### src/rtl/fetch_pkg.sv
// fetch_pkg: shared types and helpers for the instruction fetch front-end.
//   XLEN_DEFAULT  : address / instruction width used by fetch_entry_t
//   INST_NOP      : canonical NOP encoding (addi x0, x0, 0)
//   fetch_entry_t : one buffered fetch result {pc, inst}
//   pc_next()     : sequential successor of a word-aligned PC
package fetch_pkg;

   localparam int unsigned XLEN_DEFAULT = 32;
   localparam logic [XLEN_DEFAULT-1:0] INST_NOP = 32'h0000_0013;

   typedef struct packed {
      logic [XLEN_DEFAULT-1:0] pc;
      logic [XLEN_DEFAULT-1:0] inst;
   } fetch_entry_t;

   // Wraps modulo 2^XLEN (0xFFFF_FFFC -> 0x0000_0000).
   function automatic logic [XLEN_DEFAULT-1:0] pc_next(input logic [XLEN_DEFAULT-1:0] pc);
      return pc + XLEN_DEFAULT'(4);
   endfunction

endpackage

### src/rtl/fetch_fifo.sv
// fetch_fifo: DEPTH-entry synchronous FIFO of fetch_entry_t.
// Ports:
//   clk, reset : rising-edge clock, asynchronous active-high reset
//   flush      : empties the FIFO and resets both pointers (wins over push/pop)
//   push       : write push_data at the tail (ignored when full without a pop)
//   push_data  : entry to write
//   pop        : remove the head entry (ignored when empty)
//   head       : current head entry (storage contents when empty)
//   count      : number of valid entries, 0..DEPTH
module fetch_fifo
   import fetch_pkg::*;
#(
   parameter int unsigned DEPTH = 4
) (
   input  logic                       clk,
   input  logic                       reset,
   input  logic                       flush,
   input  logic                       push,
   input  fetch_entry_t               push_data,
   input  logic                       pop,
   output fetch_entry_t               head,
   output logic [$clog2(DEPTH):0]     count
);

   localparam int unsigned PW = $clog2(DEPTH);
   localparam int unsigned CW = PW + 1;
   localparam logic [CW-1:0] DEPTH_C = CW'(DEPTH);

   fetch_entry_t  mem [DEPTH];
   logic [PW-1:0] rd_ptr;
   logic [PW-1:0] wr_ptr;
   logic          pop_eff;
   logic          push_eff;

   always_comb begin
      pop_eff  = pop && (count != '0);
      push_eff = push && ((count != DEPTH_C) || pop_eff);
   end

   assign head = mem[rd_ptr];

   // Pointers wrap naturally because DEPTH is a power of two.
   always_ff @(posedge clk or posedge reset) begin
      if (reset) begin
         rd_ptr <= '0;
         wr_ptr <= '0;
         count  <= '0;
         for (int unsigned i = 0; i < DEPTH; i++) begin
            mem[i] <= '0;
         end
      end else if (flush) begin
         rd_ptr <= '0;
         wr_ptr <= '0;
         count  <= '0;
      end else begin
         if (push_eff) begin
            mem[wr_ptr] <= push_data;
            wr_ptr      <= wr_ptr + PW'(1);
         end
         if (pop_eff) begin
            rd_ptr <= rd_ptr + PW'(1);
         end
         if (push_eff && !pop_eff) begin
            count <= count + CW'(1);
         end else if (pop_eff && !push_eff) begin
            count <= count - CW'(1);
         end
      end
   end

endmodule

### src/rtl/fetch_prefetch_buffer.sv
// fetch_prefetch_buffer: instruction fetch front-end feeding the core.
// Issues pipelined req/gnt requests to instruction memory, buffers in-order
// rvalid responses in a fetch_fifo and presents {pc, inst} to the core over
// a valid/ready handshake. A redirect flushes the buffer and marks every
// in-flight response for discard.
// Ports:
//   clk, reset           : rising-edge clock, asynchronous active-high reset
//   redirect_valid/pc    : restart fetch at redirect_pc (bits [1:0] cleared)
//   imem_req/addr        : request valid / word address (held while !gnt)
//   imem_gnt             : request accepted this cycle
//   imem_rvalid/rdata    : in-order response valid / instruction
//   inst_valid/ready     : head entry available / consumed by core
//   inst_data/pc         : head instruction and its PC
//   busy                 : responses still outstanding (including discards)
module fetch_prefetch_buffer
   import fetch_pkg::*;
#(
   parameter int unsigned      XLEN     = XLEN_DEFAULT,
   parameter int unsigned      DEPTH    = 4,
   parameter logic [XLEN-1:0]  RESET_PC = '0
) (
   input  logic            clk,
   input  logic            reset,
   input  logic            redirect_valid,
   input  logic [XLEN-1:0] redirect_pc,
   output logic            imem_req,
   output logic [XLEN-1:0] imem_addr,
   input  logic            imem_gnt,
   input  logic            imem_rvalid,
   input  logic [XLEN-1:0] imem_rdata,
   output logic            inst_valid,
   input  logic            inst_ready,
   output logic [XLEN-1:0] inst_data,
   output logic [XLEN-1:0] inst_pc,
   output logic            busy
);

   localparam int unsigned CW = $clog2(DEPTH) + 1;
   localparam logic [CW:0] DEPTH_W = (CW+1)'(DEPTH);

   logic [XLEN-1:0] fetch_pc;
   logic [XLEN-1:0] resp_pc;
   logic [CW-1:0]   outstanding;
   logic [CW-1:0]   discard;
   logic [CW-1:0]   count;
   logic            started;

   logic            accept;
   logic            rsp;
   logic            push;
   logic            pop;
   logic [XLEN-1:0] redirect_aligned;
   logic [CW-1:0]   outstanding_nxt;
   fetch_entry_t    push_entry;
   fetch_entry_t    head;

   // Credit check: every request in flight reserves a FIFO slot, so a
   // response can always be pushed without back-pressure.
   always_comb begin
      imem_req = started && !redirect_valid &&
                 (({1'b0, count} + {1'b0, outstanding}) < DEPTH_W);
      imem_addr = fetch_pc;
      accept    = imem_req && imem_gnt;
      // A response with nothing outstanding is a protocol violation; drop it.
      rsp       = imem_rvalid && (outstanding != '0);
      push      = rsp && (discard == '0) && !redirect_valid;
      pop       = inst_valid && inst_ready;
      redirect_aligned = {redirect_pc[XLEN-1:2], 2'b00};
      outstanding_nxt  = outstanding + CW'(accept) - CW'(rsp);
      push_entry = '{pc: resp_pc, inst: imem_rdata};
   end

   always_ff @(posedge clk or posedge reset) begin
      if (reset) begin
         started <= 1'b0;
      end else begin
         started <= 1'b1;
      end
   end

   always_ff @(posedge clk or posedge reset) begin
      if (reset) begin
         fetch_pc    <= RESET_PC;
         resp_pc     <= RESET_PC;
         outstanding <= '0;
         discard     <= '0;
      end else begin
         outstanding <= outstanding_nxt;
         if (redirect_valid) begin
            // Everything still in flight after this edge belongs to the
            // old stream, including a same-cycle accept; a same-cycle
            // response is already dropped via push.
            fetch_pc <= redirect_aligned;
            resp_pc  <= redirect_aligned;
            discard  <= outstanding_nxt;
         end else begin
            if (accept) begin
               fetch_pc <= pc_next(fetch_pc);
            end
            if (rsp && (discard != '0)) begin
               discard <= discard - CW'(1);
            end
            if (push) begin
               resp_pc <= pc_next(resp_pc);
            end
         end
      end
   end

   fetch_fifo #(
      .DEPTH (DEPTH)
   ) u_fifo (
      .clk       (clk),
      .reset     (reset),
      .flush     (redirect_valid),
      .push      (push),
      .push_data (push_entry),
      .pop       (pop),
      .head      (head),
      .count     (count)
   );

   // When empty, inst_pc shows the PC of the next expected response.
   always_comb begin
      inst_valid = (count != '0);
      inst_data  = head.inst;
      inst_pc    = inst_valid ? head.pc : resp_pc;
      busy       = (outstanding != '0);
   end

`ifndef SYNTHESIS
   a_count_le_depth : assert property (@(posedge clk) disable iff (reset)
      ({1'b0, count} <= DEPTH_W))
      else $error("fifo count exceeds DEPTH");
   a_credit : assert property (@(posedge clk) disable iff (reset)
      (({1'b0, count} + {1'b0, outstanding}) <= DEPTH_W))
      else $error("count + outstanding exceeds DEPTH");
   a_stray_rvalid : assert property (@(posedge clk) disable iff (reset)
      (imem_rvalid |-> (outstanding != '0)))
      else $warning("rvalid with no request outstanding ignored");
`endif

endmodule

### config.mk
export PLATFORM = sky130hd
export DESIGN_NAME = fetch_prefetch_buffer
export DESIGN_NICKNAME = d
export VERILOG_FILES = /design/src/rtl/fetch_pkg.sv /design/src/rtl/fetch_fifo.sv /design/src/rtl/fetch_prefetch_buffer.sv
export SDC_FILE = /design/constraint.sdc
export NUM_CORES = 1
export LEC_CHECK = 0
export ABC_AREA = 0
export CAP_MARGIN = 20
export CELL_PAD_IN_SITES_DETAIL_PLACEMENT = 2
export CELL_PAD_IN_SITES_GLOBAL_PLACEMENT = 2
export CORE_ASPECT_RATIO = 2
export CORE_MARGIN = 3
export CORE_UTILIZATION = 30
export CTS_CLUSTER_DIAMETER = 30
export DETAILED_ROUTE_END_ITERATION = 16
export HOLD_SLACK_MARGIN = 0.05
export PLACE_DENSITY_LB_ADDON = 0.12
export SETUP_SLACK_MARGIN = 0.4
export SLEW_MARGIN = 30
export SYNTH_ARGS = -nofsm -noshare
export SYNTH_HDL_FRONTEND = slang
export SYNTH_SLANG_ARGS = --single-unit
export TNS_END_PERCENT = 100
### constraint.sdc
create_clock -name clk -period 27 [get_ports clk]
set_input_delay 4.05 -clock clk [delete_from_list [all_inputs] [get_ports clk]]
set_output_delay 4.05 -clock clk [all_outputs]
set_load 0.01 [all_outputs]
==> results.txt <==
- Portion of the post-synthesis area used by sequential elements: 52.3%
- Headroom to the max-slew limit came out at 35.4%.
- Number of fill cells: 5,018
* Met2 WL: 26,500 um
* CTS buffer count: 60
- Final RePlAce weighted congestion: 0.751
* Crit path capture type: primary output
* Die Span X: 166 um
* Detailed-routing wirelength on met1: 17,800 um
* Latest clock arrival within the worst-skew pair: 0.59 ns
* Area leader, netlist: dfrtp_1
- Cells after synthesis: 1,123
- Setup repair after global routing missed its margin: no
- The tree is rooted in a clkbuf_16.
* Worst-path maximum fanout: 67
- Number of library cell types mapped by synthesis: 58
* Final hold slack: 0.482 ns
- TritonCTS sink count: 322
* Remaining antenna violation count: 0
* Launching element of the worst setup path: redirect_valid
- Top FF cell, synth: dfrtp_1
* Remaining routing DRC violations: 0
* Maximum number of pins on one net before global-route repair: 145
* H-tree levels: 2
- Amount of wire on met3 after detailed routing: 2660 um
* 1st-iter DRT viols: 335
* Average via count per standard cell: 5.10
* RR Startpoint: u_fifo.count[2]
- For this run, asynchronously set or reset flops after synthesis account for 100%.
- P_leak: 8.69 nW
- TritonCTS built the clock tree.
* Number of synthesized flops with an enable pin: 0
- Post-cts sizing count: 0
* Global Route Usage Sum: 18.2%
- In this run the top signal layer used is met5.
- After floorplanning, the core was sized to cover 0.0504 sq mm.
- Arr. time, crit path: 6.02 ns
- Clock-pin transition on the worst setup and hold timing paths: 0.05 ns
- The initial utilization of the core area, before any placement, comes to 30.6%.
* Total of flip-flops plus latches after synthesis: 322
- # nets final: 1,365
- The critical path in this run is classified as in -> out.
* Achievable Freq: 99.3 MHz
- Total number of vias: 10,100
- For the pin with the worst max-slew slack, the measured transition is 0.970 ns.
- Total half-perimeter wirelength after legalization and detailed placement: 31,100 um
- Internal power comes to 1.47 mW.
- Area of the multi-input gates: 0.00690 sq mm
- Netlist area before placement: 0.0154 sq mm
- Postcts setup bufs: 0
* Final-report hold violation count: 0
- The total count of max-transition violations in the final report was 0.
* Min Tclk post-route: 10.07 ns
- Ratio of final minimum period to clock period: 37.3%
- Total power density per cell area: 105 mW/mm^2
* Yosys synthesis warning count: 0
* Outcome: completed
- Grt ovf: 0
- First drt pass iteration count: 4
- dfrtp_1 is the most common cell in the netlist.
* P&R area growth vs syn: 28.2%
- By count the netlist is led by dfrtp_1, mux2_2, nand2_1, mux4_2, o21ai_0.
* Clock share of power: 38.3%
* Number of ports placed on the die boundary: 169
* Fraction of power spent switching nets: 29.0%
- Number of max-cap violations: 0
- Summed over all nets, the switching power comes to 0.602 mW.
- Top cells by area, synth: dfrtp_1, mux2_2, mux4_2, nand2_1, o21ai_0
- For the worst setup path, the data required time is 22.95 ns.
* Avg Cell Area, Syn: 13.7 sq um
- Combinational share of power: 28.2%
- After clock tree synthesis, the flow added hold-fix buffers numbering 0.
* Quantity of I/O buffers inserted on ports: 162
- Post-route setup TNS: 0 ns
- Sequential cell fraction of total power: 33.5%
- The first global-routing pass estimated 76,200 um of wire.
- Number of placement rows: 116
- Measured along the y axis, the die boundary spans 326 um.
- The die covers 0.0542 sq mm.
* Final setup skew: 0.0229 ns
- The worst path meets setup with 16.93 ns of slack.
- Worst Hold Class: reg -> reg
* Footprint of the flip-flops and latches: 0.00807 sq mm
* Routed length per instance: 24.6 um
* Via count of the first global-routing pass: 12,200
- Total chip power: 2.07 mW
- In this run the most critical hold path is launched from u_fifo.mem[188].
- Final setup vio count: 0
- Post-Place Worst Slack: 16.90 ns
- Final core utilization: 39.2%
* Share of cells above drive strength 1: 36.6%
- Share of Yosys cell area claimed by the top area cell type: 52.3%
- The number of antenna violations at the first check in global routing came to 4.
- Final WL: 48,800 um
- The worst setup path is launched from an input port.
* IR Drop Worst-Case VDD: 0.0654 mV
- In this run the deepest clock path goes through 3 buffers.
[metal layers]
layer,GRT usage (%),vias up
met5,0,-
met2,34.5,226
met1,19.4,5350
met4,6.81,4
li1,-,4438
met3,4.55,81
[area by class of cell]
| class | count | share of cell area [%] |
|---|---|---|
| diodes | 2 | 0.0254 |
| clock buffers | 76 | 8.48 |
| well taps | 649 | 4.12 |
| flip-flops and latches | 322 | 40.9 |
| inverters | 18 | 0.406 |
| repair buffers | 177 | 8.78 |
| clock inverters | 35 | 2.35 |
| multi-input cells | 702 | 35.0 |
[metrics by stage]
| step | cells | instance area [sq um] |
|---|---|---|
| floorplan | 1126 | 15400 |
| global placement | 1868 | 17600 |
| detailed placement | 1868 | 17600 |
| CTS | 1979 | 19700 |
| global route | 1979 | 19700 |
| finish | 1981 | 19700 |
[final timing paths]
check / endpoint / slack [ns] / depth (start not counted)
min reg2reg: u_fifo.mem[188] / 0.48 / 2
min in group asynchronous: u_fifo.mem[135] / 4.08 / 2
min: u_fifo.mem[188] / 0.48 / 2
max: imem_req / 16.93 / 5
max reg2reg: discard[2] / 22.85 / 12
max in group asynchronous: u_fifo.rd_ptr[0] / 20.77 / 4
[cells in the final DEF (no fill, tap or decap), types with 7 or more instances in the layout]
cell type | Yosys | routed
dfrtp_1 | 322 | 320
xor2_1 | 21 | 21
ha_1 | 12 | 12
o21ai_0 | 50 | 50
clkbuf_16 | 0 | 61
buf_4 | 17 | 14
nand4_1 | 16 | 16
mux4_2 | 62 | 62
mux2_2 | 273 | 273
o211ai_1 | 14 | 14
clkdlybuf4s50_1 | 0 | 161
clkbuf_8 | 0 | 9
clkinv_2 | 0 | 13
nor3_1 | 8 | 7
o311ai_0 | 8 | 8
inv_1 | 16 | 15
bufinv_16 | 0 | 10
and3_1 | 11 | 11
xnor2_1 | 19 | 19
nand2_1 | 74 | 71
nand3_1 | 31 | 31
nor2_1 | 20 | 19
a21oi_1 | 10 | 10
[worst max-delay path: stages]
cell             delay (ns)
buf_2                  0.10
buf_4                  0.31
or3b_4                 0.52
nor4_1                 0.39
clkdlybuf4s50_1        0.63
[registers in the layout (all words and copies together), names as in the netlist]
| register | cells |
|---|---|
| u_fifo.wr_ptr | 2 |
| u_fifo.mem | 248 |
| u_fifo.rd_ptr | 2 |
| resp_pc | 30 |
| u_fifo.count | 3 |
| outstanding | 3 |
| imem_addr | 30 |
| discard | 3 |
| started | 1 |
[logic make-up (layout without fill, tap and decap cells)]
logic type               Yosys count  in the layout  share of synthesized area (%)
AO/OA/AOI/OAI                    100            100                           4.08
XOR/XNOR                          40             40                           2.28
adder cells (fa/ha/maj)           14             14                           1.24
buffers and inverters            102            306                           3.23
flip-flops                       322            322                           52.3
multiplexers                     340            340                           29.4
other                              2              7                         0.0488
AND/OR/NAND/NOR                  203            203                           7.41
[power by group through the flow]
stage	Clock, mW	Combinational [mW]	Sequential [mW]
after floorplan	0	0.373	0.653
after global placement	0	0.586	0.696
after detailed placement	0	0.596	0.704
after CTS	0.817	0.603	0.697
after global routing	0.840	0.638	0.714
final	0.794	0.585	0.695
(Power assumes the default switching activity.)
